==> src/rtl/float32_subtractor.sv <==
// float32_subtractor: multi-cycle IEEE-754 binary32 subtractor (result = a - b).
// Flush-to-zero on inputs, round-toward-zero, serial 1-bit/cycle alignment and
// normalisation shifts, valid/ready handshake with a single operation in flight.
module float32_subtractor #(
  parameter int unsigned ALIGN_LIMIT = 26,
  parameter logic [31:0] NAN_VALUE   = 32'h7FC00000
) (
  input  logic        clk,
  input  logic        rst,
  input  logic        in_valid,
  output logic        in_ready,
  input  logic [31:0] a,
  input  logic [31:0] b,
  output logic        out_valid,
  input  logic        out_ready,
  output logic [31:0] result,
  output logic        busy
);

  typedef enum logic [2:0] {IDLE, ALIGN, ADD, NORM, PACK, DONE} stateType;

  localparam logic [7:0] ALIGN_CAP = 8'(ALIGN_LIMIT);

  stateType          state;
  logic              signX;
  logic              effSub;
  logic              specialHit;
  logic              zeroRes;
  logic              underflow;
  logic signed [9:0] expX;
  logic [26:0]       mantX;
  logic [26:0]       mantY;
  logic [27:0]       sum;
  logic [7:0]        alignCnt;
  logic [31:0]       specialVal;

  logic              signA, signB, zeroA, zeroB;
  logic              nanA, nanB, infA, infB;
  logic              bLarger, isSpecial;
  logic [7:0]        expA, expB, expBig, expSmall, expDiff, alignStart;
  logic [23:0]       mantA, mantB;
  logic [31:0]       specialCalc;
  logic [27:0]       sumComb;
  logic [27:0]       sumLeft;
  logic signed [9:0] expDown;

  // Operand decode, magnitude ordering and direct results for special inputs
  always_comb begin
    signA    = a[31];
    signB    = b[31];
    expA     = a[30:23];
    expB     = b[30:23];
    zeroA    = (expA == 8'd0);
    zeroB    = (expB == 8'd0);
    nanA     = (expA == 8'hFF) && (a[22:0] != 23'd0);
    nanB     = (expB == 8'hFF) && (b[22:0] != 23'd0);
    infA     = (expA == 8'hFF) && (a[22:0] == 23'd0);
    infB     = (expB == 8'hFF) && (b[22:0] == 23'd0);
    mantA    = zeroA ? '0 : {1'b1, a[22:0]};
    mantB    = zeroB ? '0 : {1'b1, b[22:0]};
    bLarger  = ((zeroA ? 31'd0 : a[30:0]) < (zeroB ? 31'd0 : b[30:0]));
    expBig   = bLarger ? expB : expA;
    expSmall = bLarger ? expA : expB;
    expDiff  = expBig - expSmall;
    alignStart = (expDiff > ALIGN_CAP) ? ALIGN_CAP : expDiff;
    isSpecial  = (expA == 8'hFF) || (expB == 8'hFF) || (zeroA && zeroB);
    if (nanA || nanB)
      specialCalc = NAN_VALUE;
    else if (infA && infB)
      specialCalc = (signA == signB) ? NAN_VALUE : {signA, 8'hFF, 23'd0};
    else if (infA)
      specialCalc = {signA, 8'hFF, 23'd0};
    else if (infB)
      specialCalc = {~signB, 8'hFF, 23'd0};
    else
      specialCalc = {signA & ~signB, 31'd0};
  end

  // Effective add/subtract and one-step left normalisation candidates
  always_comb begin
    sumComb = effSub ? ({1'b0, mantX} - {1'b0, mantY}) : ({1'b0, mantX} + {1'b0, mantY});
    sumLeft = {sum[26:0], 1'b0};
    expDown = expX - 10'sd1;
  end

  // Control FSM and datapath registers
  always_ff @(posedge clk or posedge rst) begin
    if (rst) begin
      state      <= IDLE;
      in_ready   <= 1'b1;
      out_valid  <= 1'b0;
      busy       <= 1'b0;
      result     <= '0;
      signX      <= 1'b0;
      effSub     <= 1'b0;
      specialHit <= 1'b0;
      zeroRes    <= 1'b0;
      underflow  <= 1'b0;
      expX       <= '0;
      mantX      <= '0;
      mantY      <= '0;
      sum        <= '0;
      alignCnt   <= '0;
      specialVal <= '0;
    end else begin
      case (state)
        IDLE: begin
          if (in_valid && in_ready) begin
            in_ready   <= 1'b0;
            busy       <= 1'b1;
            specialVal <= specialCalc;
            specialHit <= isSpecial;
            zeroRes    <= 1'b0;
            underflow  <= 1'b0;
            signX      <= bLarger ? ~signB : signA;
            effSub     <= (signA == signB);
            expX       <= signed'({2'b00, expBig});
            mantX      <= {bLarger ? mantB : mantA, 3'b000};
            mantY      <= {bLarger ? mantA : mantB, 3'b000};
            alignCnt   <= alignStart;
            // Specials still pass through PACK so the result register is loaded
            // in one place; that also provides the one-cycle special latency.
            if (isSpecial)
              state <= PACK;
            else if (alignStart == 8'd0)
              state <= ADD;
            else
              state <= ALIGN;
          end
        end
        ALIGN: begin
          // Dropped bits accumulate in bit 0; after ALIGN_LIMIT shifts a far
          // smaller operand has collapsed entirely into that sticky bit.
          mantY    <= {1'b0, mantY[26:2], mantY[1] | mantY[0]};
          alignCnt <= alignCnt - 8'd1;
          if (alignCnt == 8'd1)
            state <= ADD;
        end
        ADD: begin
          sum <= sumComb;
          if (sumComb == 28'd0) begin
            zeroRes <= 1'b1;
            state   <= PACK;
          end else if (sumComb[27] || !sumComb[26]) begin
            state <= NORM;
          end else begin
            state <= PACK;
          end
        end
        NORM: begin
          if (sum[27]) begin
            sum   <= {1'b0, sum[27:2], sum[1] | sum[0]};
            expX  <= expX + 10'sd1;
            state <= PACK;
          end else begin
            sum  <= sumLeft;
            expX <= expDown;
            if (expDown <= 10'sd0) begin
              underflow <= 1'b1;
              state     <= PACK;
            end else if (sumLeft[26]) begin
              state <= PACK;
            end
          end
        end
        PACK: begin
          if (specialHit)
            result <= specialVal;
          else if (zeroRes)
            result <= '0;
          else if (underflow)
            result <= {signX, 31'd0};
          else if (expX >= 10'sd255)
            result <= {signX, 31'h7F7FFFFF};
          else
            result <= {signX, expX[7:0], sum[25:3]};
          out_valid <= 1'b1;
          state     <= DONE;
        end
        DONE: begin
          if (out_ready) begin
            out_valid <= 1'b0;
            in_ready  <= 1'b1;
            busy      <= 1'b0;
            state     <= IDLE;
          end
        end
        default: state <= IDLE;
      endcase
    end
  end

endmodule

==> config.mk <==
export PLATFORM = sky130hd
export DESIGN_NAME = float32_subtractor
export DESIGN_NICKNAME = d
export VERILOG_FILES = /design/src/rtl/float32_subtractor.sv
export SDC_FILE = /design/constraint.sdc
export NUM_CORES = 1
export LEC_CHECK = 0
export CORE_MARGIN = 2
export CORE_UTILIZATION = 60
export DETAILED_ROUTE_END_ITERATION = 8
export PLACE_DENSITY = 0.82
export SETUP_SLACK_MARGIN = 0.15
export SLEW_MARGIN = 30
export SYNTH_ARGS = -nofsm -noshare
export SYNTH_HDL_FRONTEND = slang
export SYNTH_SLANG_ARGS = --single-unit
export TNS_END_PERCENT = 1
==> constraint.sdc <==
create_clock -name clk -period 5.7 [get_ports clk]
set_clock_uncertainty 0.2 [all_clocks]
set_input_delay 1.14 -clock clk [delete_from_list [all_inputs] [get_ports clk]]
set_output_delay 1.14 -clock clk [all_outputs]
set_load 0.02 [all_outputs]
* Word-level counts from Yosys, hierarchy flattened
Index checks and enable logic that the tools add are counted.
** Cells by class
- Bitwise operators :: 4
- Mux-type cells :: 52
- Equal/unequal tests :: 16
- Magnitude comparators :: 4
- Reductions and logical operators :: 35
- $add $sub $neg :: 6
** Operator list (number)
- $mux 32 :: 7
- $mux 31 :: 4
- $mux 24 :: 4
- $mux 28 :: 2
- $pmux 28 s2 :: 1
- $pmux 27 s2 :: 1
- $logic_not 23->1 :: 2
- $reduce_bool 23->1 :: 2
- $mux 8 :: 4
- $lt 31x31->1 :: 1
- $add 27x27->28 :: 1
- $logic_not 28->1 :: 1
- $sub 27x27->28 :: 1
- $mux 27 :: 1
- $mux 3 :: 9
- $logic_not 8->1 :: 3
- $mux 10 :: 2
- $pmux 10 s2 :: 1
- $pmux 3 s6 :: 1
- $eq 8x8->1 const B :: 2
- $pmux 8 s2 :: 1
- $ne 2x2->1 const B :: 6
- $reduce_bool 2->1 :: 6
- $add 10x2->10 const B :: 1
- other kinds (25) :: 53
** Word-level totals
- Bits in registers :: 172
- Bits of input ports :: 68
- Logic and storage cells :: 133

* Logic depth before layout (Yosys ltp)
Gate-level depths: netlist (run 1).
- Depth in word-level cells :: 12
- Mapped depth :: 27

* Least setup slack after synthesis (run 1)
OpenSTA, ideal clock, no wires.
- Path kind :: input-to-reg
- Start point :: in b[27]
- End point :: reg alignCnt[1]
- Setup time :: 86 ps
- Stages on the path :: 23
- Required time :: 5414 ps
- Setup slack :: -965 ps
- Data arrival time :: 6379 ps
- Cell sequence :: clkbuf_1 or4_1 or2_2 clkbuf_1 clkbuf_1 nand2_1 ha_1 a21oi_1 o21ai_0 a221oi_1 o211ai_2 nor2_1 buf_2 clkbuf_1 clkbuf_1 a21oi_1 ha_1 o31a_1 o221a_1 a311o_4 xnor2_2 o311a_1 o221ai_2
** On the way
- Longest elaborated chain between the ends :: 9
- Elaborated cells between the ends (all ways) :: 10
- Classes of those cells :: add/sub: 1; order compare: 2; mux: 6; reduce/logical: 1
** Ends and longest elaborated chain
- from (decl) :: line 13 : input logic [31:0] b,
- $logic_not 8->1 :: line 54 : zeroB = (expB == 8'd0);
- $mux 31 :: line 61 : bLarger = ((zeroA ? 31'd0 : a[30:0]) < (zeroB ? 31'd0 : b[30:0]));
- $lt 31x31->1 :: line 61
- $mux 8, on equally long branches :: line 62, 63
- $sub 8x8->8 * :: line 64 : expDiff = expBig - expSmall;
- $gt 8x5->1 :: line 65 : alignStart = (expDiff > ALIGN_CAP) ? ALIGN_CAP : expDiff;
- $mux 8 * :: line 65
- $mux 8 * :: line 108 : if (in_valid && in_ready) begin
- $pmux 8 s2 * :: line 106 : case (state)
- to (signal assigned) :: line 120 : alignCnt <= alignStart;
- to (signal assigned) :: line 135 : alignCnt <= alignCnt - 8'd1;
- to (decl) :: line 34 : logic [7:0] alignCnt;
Mark *: on every way between the ends. The rest lies on a longest branch, timed or not. The select of a mux whose other input is x is not followed.
A chain may end at the register's enable or synchronous reset.

* Final worst setup path (run 1)
- Start point :: in a[29]
- End point :: reg alignCnt[0]
** On the way
- Longest elaborated chain between the ends :: 9
- Elaborated cells between the ends (all ways) :: 10
- Classes of those cells :: add/sub: 1; order compare: 2; mux: 6; reduce/logical: 1
** Ends and longest elaborated chain
- from (decl) :: line 12 : input logic [31:0] a,
- $logic_not 8->1 :: line 53 : zeroA = (expA == 8'd0);
- $mux 31 :: line 61
- $lt 31x31->1 :: line 61
- $mux 8, on equally long branches :: line 62, 63
- $sub 8x8->8 * :: line 64
- $gt 8x5->1 :: line 65
- $mux 8 * :: line 65
- $mux 8 * :: line 108
- $pmux 8 s2 * :: line 106
Marked as above.

==> results of run 1 <==
==> routing by layer <==
layer	routed length (um)	part of all wire (%)
met5	0	0
met1	15300	44
met4	755	2.2
met2	16400	47
met3	2600	7.4
==> cell type report <==
| type | instances | area, um2 | area share, % |
|---|---|---|---|
| inverter | 74 | 283 | 1.95 |
| timing repair buffer | 198 | 1790 | 12.3 |
| tap | 265 | 332 | 2.28 |
| sequential | 143 | 3580 | 24.7 |
| multi-input combinational | 1233 | 7940 | 54.7 |
| clock inverter | 12 | 161 | 1.11 |
| clock buffer | 19 | 433 | 2.98 |
==> worst paths after layout <==
kind,end,slack [ns],cells past startpoint
setup / recovery,alignCnt[0],0.38,22
max in group asynchronous,mantY[26],3.39,3
setup reg to reg,state[0],1.31,14
min in group asynchronous,result[13],0.91,2
hold / removal,result[20],0.26,2
hold reg to reg,result[20],0.26,2
==> where the power goes <==
part	switching, mW	internal (mW)	leakage (nW)
Sequential	0	1.02	1.93
Combinational	0.227	0.177	4.33
Clock	0.452	0.690	0.280
==> cells in the mapped netlist (10+ instances only) <==
master | number | area share (%)
nand2_1 | 220 | 6.9
nor2_1 | 146 | 4.6
o21ai_0 | 146 | 6.1
dfrtp_1 | 142 | 30
a21oi_1 | 118 | 5.0
clkbuf_1 | 91 | 2.9
ha_1 | 86 | 9.0
inv_1 | 71 | 2.2
nand3_1 | 61 | 2.6
a31oi_1 | 42 | 2.2
mux2i_1 | 26 | 2.2
nand4_1 | 26 | 1.4
xnor2_1 | 26 | 1.9
a22oi_1 | 25 | 1.6
and2_1 | 25 | 1.3
nor3_1 | 25 | 1.1
nor4_1 | 23 | 1.2
o211ai_1 | 19 | 1.2
nand2b_1 | 15 | 0.79
xor2_1 | 12 | 0.88
or4_1 | 11 | 0.69
a211oi_1 | 10 | 0.63
nor2b_1 | 10 | 0.53
o31ai_1 | 10 | 0.63
==> stage by stage <==
stage                     utilization (%)  TNS [ns]  setup slack [ns]
after floorplan                         -    -0.601            -0.163
after global placement               70.5     -1.95            -0.325
after detailed placement             70.5     -2.62            -0.428
after CTS                            73.8         0             0.123
after global routing                 74.6         0            0.0736
final                                74.6         0             0.378
==> registers in the layout, indices dropped and copies added (netlist names) <==
| name | flops |
|---|---|
| specialVal | 3 |
| sum | 28 |
| specialHit | 1 |
| state | 3 |
| mantX | 24 |
| in_ready | 1 |
| result | 32 |
| alignCnt | 8 |
| underflow | 1 |
| signX | 1 |
| mantY | 27 |
| out_valid | 1 |
| effSub | 1 |
| expX | 10 |
| busy | 1 |
| zeroRes | 1 |
==> repair_timing <==
action / 4_1_cts / 5_1_grt
gates cloned: 2 / 0
pin swaps: 3 / 23
setup endpoints to repair: 7 / 7
resized for setup: 8 / 26
setup buffers: 0 / 4
hold buffers: 0 / 0
==> cells by family (layout without fill, tap and decap cells) <==
logic type / Yosys count / count (layout) / synth area share, %
AOI/OAI and AO/OA: 467 / 467 / 24.7
xor gates and xnor gates: 39 / 39 / 2.93
muxes: 35 / 35 / 3.04
DFF: 143 / 143 / 30.0
buffers and inverters: 181 / 303 / 6.00
and+or+nand+nor: 599 / 601 / 23.8
adders and majority gates: 91 / 91 / 9.54
==> worst register-to-register path, cell delays in order (launching register included) <==
cell	delay, ns
dfrtp_1	0.44
ha_1	0.19
inv_1	0.06
fa_1	0.38
o21ba_1	0.21
or4_4	0.44
a21oi_1	0.28
o21ai_1	0.19
a21oi_1	0.27
o221ai_1	0.19
xor2_1	0.22
or2_2	0.32
or4b_4	0.59
o211ai_2	0.13
a41oi_2	0.14
==> summary.md, run 1 <==
- sequential fraction of the synthesis area: 30.0%
- kind of end point of the critical path: register
- Bufs and invs on worst path: 4
- number of diodes: 0
- number of synthesized flops with an enable pin: 0
- via total after detailed routing: 12.1k
- I/O Pins: 103
- Mapped Nets: 1710
- total iterations of the first detailed-routing run: 6
- layer with the highest usage after global routing: met2
- leakage power: 6.53 nW
- initial core utilization: 61.2%
- Hold Violations, Final: 0
- CTS H-tree depth: 4
- CTS tree: yes
- total of max-cap violations: 0
- final std cells w/o fill: 1944
- final critical path time including I/O delays and setup: 5.32 ns
- met3 Use GR: 5.85%
- DRC violation count after routing: 0
- unrepaired setup endpoints after global routing: false
- path type of the worst setup path: in -> reg
- number of DRC violations after detailed-routing iteration 0: 1035
- Final Cycle Share: 93.4%
- placed standard-cell area: 13700 um2
- count of input and output buffers: 102
- Total Power Consumption: 2.56 mW
- aggregate global-route resource usage: 33.3%
- Synth Cell Area: 11900 um2
- number of global-route vias before repair: 11.3k
- Peak VDD IR: 0.137 mV
- number of max-slew violations in the final report: 0
- peak per-stage delay on the critical path: 0.43 ns
- initial antenna violation count: 0
- finished layout cell area: 14500 um2
- number of sinks handled by clock tree synthesis: 143
- most used flip-flop cell after synthesis: dfrtp_1
- Placed Instances: 1907
- clock edge transition at the registers on the reported setup and hold paths: 0.06 ns
- result of the run: finished, final reports clean
- power density cells: 176 nW/um2
- most frequent cells in the layout: nand2_1 (213), o21ai_0 (145), nor2_1 (143), dfrtp_1 (142), a21oi_1 (114)
- Total Die Area: 21000 um2
- die height: 145 um
- Total Nets Final: 1822
- number of warnings issued by yosys: 0
- clock latency at the later pin of the worst-skew pair: 0.43 ns
- Die X: 145 um
- first-pass GRT wire length: 57600 um
- family with the most delay on the worst path: compound AO/OA/AOI/OAI gates
- worst hold slack after final layout: 0.265 ns
- HPWL after detailed placement: 26500 um
- number of flip-flops and latches in the synthesized netlist: 143
- kind of launch point of the worst setup path: input port
- async set or reset register ratio after synthesis: 100%
- worst rel slew slack: 42.6%
- launching element of the worst setup path: a[29]
- slowest CP cell: clkdlybuf4s50_1
- number of standard-cell rows in the floorplan: 51
- post-synthesis average cell area: 7.66 um2
- post-detailed-route count of antenna-violating nets: 0
- critical-path maximum fanout: 23
- Setup violations, final: 0
- Worst Tran Pin Value: 0.853 ns
- buffers from clock root to sink, at most: 2
- count of filler cells inserted in the layout: 1522
- average via count per standard cell: 6.25
- number of clock buffers inserted by TritonCTS: 17
- worst flop-to-flop path startpoint: mantX[3]
- share of final-layout standard cells stronger than drive strength 1: 12.4%
- critical path cell sequence: clkdlybuf4s50_1, nor4_2, nand2_1, buf_6, and2_1, ha_1, a211oi_1, o211ai_1, o221ai_2, o2111ai_2, nor2_4, a21oi_2, ha_2, inv_2, nand3_1, a211oi_2, a21oi_2, a221oi_2, xnor2_1, nand3_1, buf_6, o41ai_2
- post-synthesis cell count: 1555
- most common cell after layout, fill and taps aside: nand2_1
- total grt overflow: 0
- number of distinct library cells after synthesis: 94
- total wire length: 35100 um
- routing usage on met2: 53.2%
- Routability Congestion: 0.950
- Root Buffer: clkbuf_16
- largest net degree at the start of global routing: 72
- Hold Path Class: reg -> reg
- maximum clock frequency: 188 MHz
- data required time at the worst endpoint: 5.82 ns
- core area: 19500 um2
- GRT met1 Usage: 45.8%
- area overhead of the layout relative to synthesis: 21.8%
- per-cell routed wire length: 18.1 um
- hold wc startpoint: result[20]
- arrival time reported for the critical path endpoint: 5.44 ns
Note: power is estimated with default switching activity, not from simulation.
==> inputs of run 2 (changes only) <==
==> constraint.sdc (replaced) <==
create_clock -name clk -period 5.7 [get_ports clk]
set_clock_uncertainty 0.2 [all_clocks]
set_input_delay 0.855 -clock clk [delete_from_list [all_inputs] [get_ports clk]]
set_output_delay 0.855 -clock clk [all_outputs]
set_load 0.02 [all_outputs]
==> run 2 against run 1 <==
Effect of this change:
- core utilization decreased by 0.82 points
- non-clock buffer count decreased by 29
- sequential cell count unchanged
- die area unchanged
==> summary.md, run 2 (synthesis results as in run 1) <==
- kind of end point of the critical path: register
- buffers from clock root to sink, at most: 2, unchanged
- arrival time reported for the critical path endpoint: 5.52 ns, +0.08 ns
- Setup violations, final: 0, unchanged
- path type of the worst setup path: in -> reg
- total wire length: 35500 um, +1.1%
- share of the core filled with cells in the final layout: 73.8%, -0.82 points
- Total Die Area: 21000 um2, unchanged
- die height: 145 um, unchanged
- via total after detailed routing: 12.2k, +0.68%
- Peak VDD IR: 0.120 mV, -13%
- total grt overflow: 0, unchanged
- Sequential Power Share: 38.2%, -1.4 points
- area overhead of the layout relative to synthesis: 20.5%
- top flop regs: result: 32 flops, sum: 28 flops, mantY: 27 flops
- maximum clock frequency: 186 MHz, -1.1%
- initial antenna violation count: 0, unchanged
- power density cells: 185 nW/um2, +5.0%
- total of max-cap violations: 0, unchanged
- clock share of power: 47.1%, +2.5 points
- number of clock buffers inserted by TritonCTS: 17, unchanged
- Die X: 145 um, unchanged
- clock edge transition at the registers on the reported setup and hold paths: 0.06 ns, about the same
- Total Power Consumption: 2.66 mW, +3.8%
- leakage power: 6.35 nW, -2.8%
- number of max-slew violations in the final report: 0, unchanged
- data required time at the worst endpoint: 5.84 ns, +0.02 ns
- largest net degree at the start of global routing: 105, +46%
- DRC violation count after routing: 0, unchanged
- fraction of power spent switching nets: 27.1%, +0.62 points
- Switch Pwr: 0.721 mW, +6.2%
- Hold Violations, Final: 0, unchanged
- worst rel slew slack: 50.0%, +7.3 points
- count of input and output buffers: 102, unchanged
- total iterations of the first detailed-routing run: 5, -1
- number of diodes: 0, unchanged
- critical-path maximum fanout: 6, -74%
- number of DRC violations after detailed-routing iteration 0: 1068, +3.2%
- count of filler cells inserted in the layout: 1495, -1.8%
- result of the run: finished, final reports clean
- most frequent cells in the layout: nand2_1 (211), o21ai_0 (145), nor2_1 (144), dfrtp_1 (142), a21oi_1 (117)
- Placed Instances: 1881, -1.4%
- aggregate global-route resource usage: 33.1%, -0.19 points
- total negative slack: 0 ns, unchanged
- clock latency at the later pin of the worst-skew pair: 0.44 ns, about the same
- Final Cycle Share: 94.4%, +1.0 points
- CTS tree: yes
- Routability Congestion: 0.968, +1.9%
- cell-internal power: 1.94 mW, +2.9%
- number of global-route vias before repair: 11.4k, +0.77%
- first-pass GRT wire length: 57500 um, -0.14%
- worst hold slack after final layout: 0.263 ns, -0.00150 ns
- most common cell after layout, fill and taps aside: nand2_1
- initial core utilization: 61.2%, unchanged
- per-cell routed wire length: 18.5 um, +2.5%
- Root Buffer: clkbuf_16
- CTS H-tree depth: 4, unchanged
- finished layout cell area: 14400 um2, -1.1%
- number of sinks handled by clock tree synthesis: 143, unchanged
- Total Nets Final: 1793, -1.6%
- average via count per standard cell: 6.38, +2.2%
- post-detailed-route count of antenna-violating nets: 0, unchanged
- Hold Path Class: reg -> reg
- share of final-layout standard cells stronger than drive strength 1: 11.0%, -1.4 points
- core area: 19500 um2, unchanged
- placed standard-cell area: 13500 um2, -1.4%
- unrepaired setup endpoints after global routing: false
- number of standard-cell rows in the floorplan: 51, unchanged
- final critical path time including I/O delays and setup: 5.38 ns, +0.0569 ns
- dpl ws: -0.213 ns, +0.215 ns
- I/O Pins: 103, unchanged
- kind of launch point of the worst setup path: input port
- largest reg by FF count: result
- final critical-path setup slack: 0.321 ns, -0.0569 ns
- number of flip-flops in the largest register: 32, unchanged
- power share of the combinational group: 14.7%, -1.1 points
- HPWL after detailed placement: 26200 um, -0.88%
- number of hold-repair buffers added at the cts stage: 0, unchanged
- Worst Tran Pin Value: 0.746 ns, -0.107 ns
- final std cells w/o fill: 1916, -1.4%
run 2: changes by cell type in the layout (fill, tap and decap cells not counted), sizes merged, moves of 3 or more:
| cell | change |
|---|---|
| clkdlybuf4s50 | +10 |
| dlymetal6s2s | -10 |
| clkinvlp | -3 |
| inv | +7 |
| buf | -29 |
run 2: metal layers:
metal | share of wire [%] | track usage [%] | up-vias
met5 | 0 | 0 | -
li1 | - | - | 5761
met3 | 7.2 | 4.94 | 75
met2 | 47 | 54.5 | 551
met4 | 2.2 | 9.06 | 0
met1 | 44 | 45.6 | 5842
run 2: worst max-delay path, stage by stage:
cell             delay [ns]
clkdlybuf4s50_1        0.47
or4_4                  0.55
or2_4                  0.33
buf_4                  0.16
nand2_1                0.12
ha_4                   0.15
nand4_1                0.13
nor4_4                 0.36
o311ai_2               0.20
o211ai_4               0.14
nor2_4                 0.08
nor2_2                 0.12
a21oi_2                0.04
ha_2                   0.20
inv_2                  0.07
a21oi_1                0.07
o31a_1                 0.12
o221a_1                0.27
a311o_4                0.41
xnor2_4                0.24
nand4b_1               0.17
a41oi_1                0.26
run 2: final timing paths:
kind / start / to / slack [ns] / depth (start not counted)
max: b[28] / state[1] / 0.32 / 22
min: result[1] / result[1] / 0.26 / 2
max reg2reg: mantX[3] / state[0] / 1.32 / 14
min reg2reg: result[1] / result[1] / 0.26 / 2
max in group asynchronous: rst / mantY[6] / 3.58 / 3
min in group asynchronous: rst / sum[15] / 0.73 / 2
run 2: area by class of cell:
cell class | count | area, um2 | area share (%)
clock buffer | 17 | 425 | 2.96
clock inverter | 15 | 236 | 1.65
inverter | 74 | 285 | 1.99
multi-input combinational | 1233 | 7970 | 55.5
sequential | 143 | 3580 | 24.9
tap | 265 | 332 | 2.31
timing repair buffer | 169 | 1530 | 10.6
run 2: timing repair:
action                                  in CTS  in global routing
endpoints found under the setup margin       0                  7
resized for setup                            0                 23
buffers inserted                             0                  1
run 2: power by group through the flow:
stage	logic [mW]	registers [mW]	clock network, mW
3_5_place_dp	0.364	1.03	0
4_1_cts	0.365	1.01	1.26
2_1_floorplan	0.220	1.03	0
6_report	0.391	1.01	1.25
3_3_place_gp	0.358	1.03	0
5_1_grt	0.428	1.01	1.31
==> inputs of run 3 (changes only) <==
--- a/config.mk
+++ b/config.mk
@@ -5,10 +5,13 @@
 export SDC_FILE = /design/constraint.sdc
 export NUM_CORES = 1
 export LEC_CHECK = 0
+export CELL_PAD_IN_SITES_DETAIL_PLACEMENT = 1
+export CELL_PAD_IN_SITES_GLOBAL_PLACEMENT = 1
 export CORE_MARGIN = 2
-export CORE_UTILIZATION = 60
+export CORE_UTILIZATION = 44
+export CTS_CLUSTER_DIAMETER = 40
 export DETAILED_ROUTE_END_ITERATION = 8
-export PLACE_DENSITY = 0.82
+export PLACE_DENSITY_LB_ADDON = 0.1
 export SETUP_SLACK_MARGIN = 0.15
 export SLEW_MARGIN = 30
 export SYNTH_ARGS = -nofsm -noshare
==> run 3 against run 2 <==
Effect of this change:
- via count down 2.6%
- clock power down 5%
- cell count up 4.4%
- sequential share of layout area down 0.069 points
- sequential cell count unchanged
- non-clock buffer count up 10
- global-route usage down 4.9 points
- combinational power up 1%
- fmax up 0.25%
- critical path type unchanged
- largest cell class unchanged
- largest power group unchanged
==> summary.md, run 3 (synthesis results as in run 1) <==
- core area: 26800 um2, +38%
- met3 Use GR: 3.32%, -1.6 points
- clock share of power: 45.8%, -1.3 points
- kind of end point of the critical path: register
- number of flip-flops in the largest register: 32, unchanged
- first-pass GRT wire length: 64300 um, +12%
- Total Nets Final: 1802, +0.50%
- Root Buffer: clkbuf_16
- per-cell routed wire length: 19.9 um, +7.3%
- buffers from clock root to sink, at most: 2, unchanged
- cell-internal power: 1.85 mW, -4.5%
- Hold Path Class: reg -> reg
- clock edge transition at the registers on the reported setup and hold paths: 0.07 ns, about the same
- Setup violations, final: 0, unchanged
- arrival time reported for the critical path endpoint: 5.51 ns, about the same
- path type of the worst setup path: in -> reg
- most common cell after layout, fill and taps aside: nand2_1
- Final Cycle Share: 94.1%, -0.24 points
- Placed Instances: 1963, +4.4%
- critical-path maximum fanout: 9, +3
- power share of the combinational group: 15.2%, +0.5 points
- clock latency at the later pin of the worst-skew pair: 0.44 ns, about the same
- CTS tree: yes
- total iterations of the first detailed-routing run: 5, unchanged
- via total after detailed routing: 11.9k, -2.6%
- largest net degree at the start of global routing: 74, -30%
- Switch Pwr: 0.750 mW, +3.9%
- Worst Tran Pin Value: 0.767 ns, +0.0207 ns
- total grt overflow: 0, unchanged
- leakage power: 6.36 nW, about the same
- final critical path time including I/O delays and setup: 5.37 ns, -0.0136 ns
- post-detailed-route count of antenna-violating nets: 0, unchanged
- number of max-slew violations in the final report: 0, unchanged
- die height: 169 um, +16%
- total of max-cap violations: 0, unchanged
- area overhead of the layout relative to synthesis: 20.9%
- kind of launch point of the worst setup path: input port
- Die X: 169 um, +16%
- count of filler cells inserted in the layout: 3272, +120%
- worst rel slew slack: 48.6%, -1.4 points
- final std cells w/o fill: 2001, +4.4%
- aggregate global-route resource usage: 28.2%, -4.9 points
- Peak VDD IR: 0.204 mV, +70%
- number of DRC violations after detailed-routing iteration 0: 828, -22%
- largest reg by FF count: result
- Sequential Power Share: 39.0%, +0.8 points
- layer with the highest usage after global routing: met2
- I/O Pins: 103, unchanged
- initial antenna violation count: 1, +1
- number of diodes: 0, unchanged
- maximum clock frequency: 186 MHz, +0.25%
- Hold Violations, Final: 0, unchanged
- final critical-path setup slack: 0.335 ns, +0.0136 ns
- HPWL after detailed placement: 30700 um, +17%
- initial core utilization: 44.5%, -17 points
- power density cells: 181 nW/um2, -2.5%
- average via count per standard cell: 5.95, -6.7%
- number of standard-cell rows in the floorplan: 60, +18%
- number of clock buffers inserted by TritonCTS: 17, unchanged
- number of sinks handled by clock tree synthesis: 143, unchanged
- total wire length: 39700 um, +12%
- DRC violation count after routing: 0, unchanged
- GRT met1 Usage: 39.8%, -5.8 points
- unrepaired setup endpoints after global routing: true
- result of the run: finished, final reports clean
- fraction of power spent switching nets: 28.8%, +1.7 points
- routing usage on met2: 46.2%, -8.3 points
- Total Die Area: 28400 um2, +35%
- worst hold slack after final layout: 0.262 ns, -0.00134 ns
- data required time at the worst endpoint: 5.85 ns, about the same
- number of global-route vias before repair: 12.0k, +4.7%
- most frequent cells in the layout: nand2_1 (213), nor2_1 (145), o21ai_0 (145), dfrtp_1 (141), a21oi_1 (114)
- top flop regs: result: 32 flops, sum: 28 flops, mantY: 27 flops
- share of final-layout standard cells stronger than drive strength 1: 11.1%, +0.061 points
- Routability Congestion: 0.892, -7.8%
- CTS H-tree depth: 4, unchanged
- dpl ws: -0.242 ns, -0.0289 ns
- count of input and output buffers: 102, unchanged
-- run 3: changes by cell type in the layout (fill, tap and decap cells not counted), sizes merged --
cell           before  now
dlymetal6s2s        0    1
buf                67   77
clkinv              3    2
bufinv              4    2
clkinvlp            0    2
inv                82   83
clkdlybuf4s50     102  101
or2                 8    7
-- run 3: worst paths after layout --
kind / slack, ns / cells after the start / start / to
setup / recovery: 0.33 / 21 / b[29] / state[1]
hold / removal: 0.26 / 2 / result[7] / result[7]
setup reg to reg: 1.23 / 13 / mantY[19] / state[0]
hold reg to reg: 0.26 / 2 / result[7] / result[7]
max in group asynchronous: 3.55 / 3 / rst / sum[27]
min in group asynchronous: 0.59 / 2 / rst / sum[15]
-- run 3: timing repair --
| item | CTS | global route |
|---|---|---|
| gates resized for setup | 0 | 11 |
| hold buffers | 0 | 0 |
| endpoints found under the setup margin | 0 | 7 |
| buffers inserted | 0 | 5 |
-- run 3: routing by layer --
layer	vias up	part of all wire, %
met4	0	1.7
met3	51	3.8
met1	5778	48
li1	5791	-
met2	295	46
met5	-	0
-- run 3: final cells by class --
class | instances | area [um2] | share of cell area (%)
clock buffer | 17 | 425 | 2.95
clock inverter | 15 | 186 | 1.29
inverter | 74 | 283 | 1.96
multi-input combinational | 1232 | 7880 | 54.7
sequential | 143 | 3580 | 24.9
tap | 341 | 427 | 2.96
timing repair buffer | 179 | 1620 | 11.2
-- run 3: worst max-delay path, cell delays in order --
cell and delay [ns]:
clkdlybuf4s50_1 0.45, or4_4 0.58, or2_4 0.33, buf_4 0.20
nand2_2 0.10, ha_4 0.20, a21oi_1 0.13, o21ai_1 0.08
a221oi_2 0.38, o211ai_2 0.18, nor2_4 0.17, a21oi_2 0.07
ha_2 0.21, inv_2 0.08, a21oi_2 0.06, o31a_1 0.10
o221a_1 0.27, a311o_4 0.42, xnor2_4 0.22, nand4b_1 0.18
a41oi_2 0.24
-- run 3: stage by stage --
| stage | instance area [um2] | setup TNS (ns) | power [mW] | util, % |
|---|---|---|---|---|
| after floorplan | 12200 | 0 | 1.25 | - |
| after global placement | 13700 | -0.331 | 1.41 | 51.0 |
| after detailed placement | 13700 | -1.25 | 1.41 | 51.1 |
| after CTS | 14300 | 0 | 2.61 | 53.3 |
| after global routing | 14400 | 0 | 2.70 | 53.7 |
| final | 14400 | 0 | 2.60 | 53.7 |
-- run 3: power by group through the flow --
stage,sequential [mW],combinational [mW],clock [mW]
2_1_floorplan,1.03,0.220,0
3_3_place_gp,1.03,0.375,0
3_5_place_dp,1.03,0.381,0
4_1_cts,1.01,0.382,1.21
5_1_grt,1.01,0.437,1.25
6_report,1.01,0.396,1.19
==> edit 1 (flow settings as in run 2) <==
The 6 states of `stateType` get a one-hot encoding in 6 bits.
--- a/src/rtl/float32_subtractor.sv
+++ b/src/rtl/float32_subtractor.sv
@@ -17,7 +17,7 @@
   output logic        busy
 );
 
-  typedef enum logic [2:0] {IDLE, ALIGN, ADD, NORM, PACK, DONE} stateType;
+  typedef enum logic [5:0] {IDLE = 6'b000001, ALIGN = 6'b000010, ADD = 6'b000100, NORM = 6'b001000, PACK = 6'b010000, DONE = 6'b100000} stateType;
 
   localparam logic [7:0] ALIGN_CAP = 8'(ALIGN_LIMIT);
 
Check against the original RTL: no difference found for any inputs over 4 cycles, from zero or initial values and one cycle with rst high; so few cycles prove little.
==> edit 1 against run 2 <==
Sequential share of layout area rose by 1.7 points; wire length fell by 8.6%; sequential cell count rose by 3; hold slack improved by 12 ps; design area fell by 4.2%; setup slack improved by 120 ps; area after synthesis fell by 0.25%.
Power is not compared: it rests on default switching activity, and its combinational part moved more than twofold at a synthesized area within 25%.
==> edit 1: results <==
[drt]
drt_wl_total_mm = 32.4
drt_iter0_markers = 939
vias = 11657

[global_routing]
grt_pass1_wl_mm = 53.0
met1_usage = 0.469
grt_max_degree = 72
antenna_found_initial = 0
met3_usage = 0.0378
use_met2 = 0.492
grt_pass1_vias = 10632
grt_usage = 0.316

[logic_synthesis]
synthAdderAreaFrac = 0.0941
syn_area_per_cell_um2 = 7.77
yosysUniqueCellTypes = 88
synthArstFlopShare = 1.00
synth_commonest_cells = 175 x nand2_1, 164 x nor2_1, 144 x dfrtp_1
synth_seq_area_share = 0.308
synth_xor_area_frac = 0.0242
yosys-mux-area-fraction = 0.0211
synth_compound_area_frac = 0.252
synth_area_leaders = dfrtp_1 30%, ha_1 9.2%, o21ai_0 5.9%

[outcome]
outcome = finished clean

[finish]
diodes = 0
fin_nets = 1734
layoutNonFillerInstCount = 1856
drive_gt1_frac = 0.0629

[pwr]
ir_drop_v = 0.000259
p_leak_nw = 5.70

[placed_design]
io_buffers = 102
routabilityCongestion = 0.958
pre_cts_ws_ps = 43.1
numPlacedInstances = 1824
place_area_um2 = 13100
hpwlAfterDp_mm = 24.3

[worst_setup_path]
critical_path.top_delay_family = compound AO/OA/AOI/OAI gates
critical-path-slowest-cell = clkdlybuf4s50_1
critical_path.max_stage_delay_ps = 460
rr_worst_depth = 12
cp.arrival_ps = 5360
path_max_fanout = 27

[sta]
tightest_slew_ps = 792

[clock_network]
clk_pin_slew_ps = 60
numCtsBuffers = 17
clockBufferDepth = 2

[worst_hold_path]
hold_depth = 2
-- edit 1: area by class of cell --
| type | count | area [µm²] |
|---|---|---|
| multi-input cells | 1220 | 7640 |
| clock buffers | 19 | 443 |
| fillers | 1594 | 5710 |
| repair buffers | 130 | 1260 |
| well taps | 265 | 332 |
| flip-flops and latches | 146 | 3660 |
| inverters | 63 | 241 |
| clock inverters | 13 | 184 |
-- edit 1: path summary, 6_finish.rpt --
| check | start | to | slack (ps) |
|---|---|---|---|
| min in group asynchronous | rst | result[6] | 630 |
| max reg2reg | mantY[6] | state[3] | 1600 |
| max in group asynchronous | rst | mantY[26] | 3640 |
| max | a[29] | alignCnt[0] | 440 |
| min | result[3] | result[3] | 280 |
| min reg2reg | result[3] | result[3] | 280 |
-- edit 1: tightest hold or removal path: cells and delay by family (launching register included) --
| kind | cells | cell delay (ps) |
|---|---|---|
| AO/OA/AOI/OAI | 1 | 60 |
| flip-flops | 1 | 340 |
| AND/OR/NAND/NOR | 1 | 40 |
-- edit 1: logic make-up after synthesis --
kind of cell / Yosys count
simple gates: 604
mux: 25
flops: 146
compound gates: 470
fa+ha+maj: 89
xor+xnor: 32
buf+inv: 164
-- edit 1: power by group --
group          internal (mW)  leakage, nW  switching [mW]  total [mW]
Sequential              1.45         1.85           0.513        1.96
Combinational           1.75         3.55            2.54        4.29
Clock                  0.744        0.299           0.446        1.19
-- edit 1: metal layers --
layer | wire, µm | share of wire
met5 | 0 | 0
met3 | 2090 | 0.064
met1 | 15100 | 0.47
met4 | 563 | 0.017
met2 | 14600 | 0.45
==> edit 2 (config.mk and constraints of run 2) <==
Without the edit above. Change the parameter `NAN_VALUE` from 32'h7FC00000 to 32'h5FD00000.
--- a/src/rtl/float32_subtractor.sv
+++ b/src/rtl/float32_subtractor.sv
@@ -3,7 +3,7 @@
 // normalisation shifts, valid/ready handshake with a single operation in flight.
 module float32_subtractor #(
   parameter int unsigned ALIGN_LIMIT = 26,
-  parameter logic [31:0] NAN_VALUE   = 32'h7FC00000
+  parameter logic [31:0] NAN_VALUE   = 32'h5FD00000
 ) (
   input  logic        clk,
   input  logic        rst,
Behaviour: not the same (Yosys sat finds a counterexample within 4 cycles, from zero or initial values and one cycle with rst high).
==> edit 2 against run 2 <==
Area after synthesis fell by 1.7%; via count fell by 6.0%; design area fell by 5.6%; wire length fell by 11%; global-route usage fell by 1.8 points; setup slack improved by 160 ps; critical endpoint unchanged; sequential cell count rose by 1.
Power is left out: it rests on default switching activity, and per cell area and clock period it moved more than threefold.
==> edit 2: results <==
[worst_setup_path]
critical_path.max_stage_delay_ps = 470
critical_path.top_delay_family = compound AO/OA/AOI/OAI gates
cp.arrival_ps = 5340
critical-path-slowest-cell = clkdlybuf4s50_1
path_max_fanout = 26

[finish]
drive_gt1_frac = 0.0623
fin_nets = 1749
fillers = 1613
layoutNonFillerInstCount = 1870

[logic_synthesis]
yosysUniqueCellTypes = 84
synth_compound_area_frac = 0.261
synthAdderAreaFrac = 0.0944
synth_area_leaders = dfrtp_1 31%, ha_1 9.2%, o21ai_0 7.3%
synth_seq_area_share = 0.308
dominantRegCellSynth = dfrtp_1
yosys-mux-area-fraction = 0.0225
synth_xor_area_frac = 0.0284
syn_area_per_cell_um2 = 7.61
synth_commonest_cells = 205 x nand2_1, 171 x o21ai_0, 152 x nor2_1
synth_top_area_share = 0.306

[sta]
tightest_slew_ps = 801
timing.hold.ws_ps = 261

[drt]
avgViaCountPerCell = 6.15
drt_iter0_markers = 1127
drt_wl_total_mm = 31.7
drtPass1Iterations = 6

[placed_design]
place_area_um2 = 13000
io_buffers = 102
pre_cts_ws_ps = -42.3
routabilityCongestion = 0.931
hpwlAfterDp_mm = 23.7
numPlacedInstances = 1840

[global_routing]
grt_pass1_wl_mm = 51.6
grt_pass1_vias = 10431
grt_max_degree = 103
grt_usage = 0.313

[clock_network]
clk_pin_slew_ps = 60
cts_root_buf = clkbuf_16

[outcome]
outcome = finished clean
==> edit 2: area by class of cell <==
cell class	instances	area, µm²	share of cell area
multi-input cells	1218	7450	0.550
repair buffers	139	1310	0.0968
flip-flops and latches	144	3610	0.266
well taps	265	332	0.0245
inverters	74	285	0.0211
clock buffers	21	480	0.0355
clock inverters	9	85.1	0.00628
==> edit 2: metal layers <==
metal  track usage  vias up  wire length (µm)
li1              -     5627                 -
met1         0.445     5398             14700
met2         0.499      417             14600
met3        0.0423       54              1710
met4        0.0939        0               690
met5             0        -                 0
==> edit 2: what timing repair did <==
item | CTS | global route
hold buffers | 0 | 0
endpoints found under the hold margin | 0 | 0
setup endpoints to repair | 0 | 2
resized for setup | 0 | 2
==> edit 2: worst paths after layout <==
path | slack (ps) | start | end
max | 480 | a[27] | state[1]
min | 260 | result[3] | result[3]
max reg2reg | 920 | mantX[3] | state[0]
min reg2reg | 260 | result[3] | result[3]
max in group asynchronous | 3570 | rst | mantY[24]
min in group asynchronous | 740 | rst | result[11]
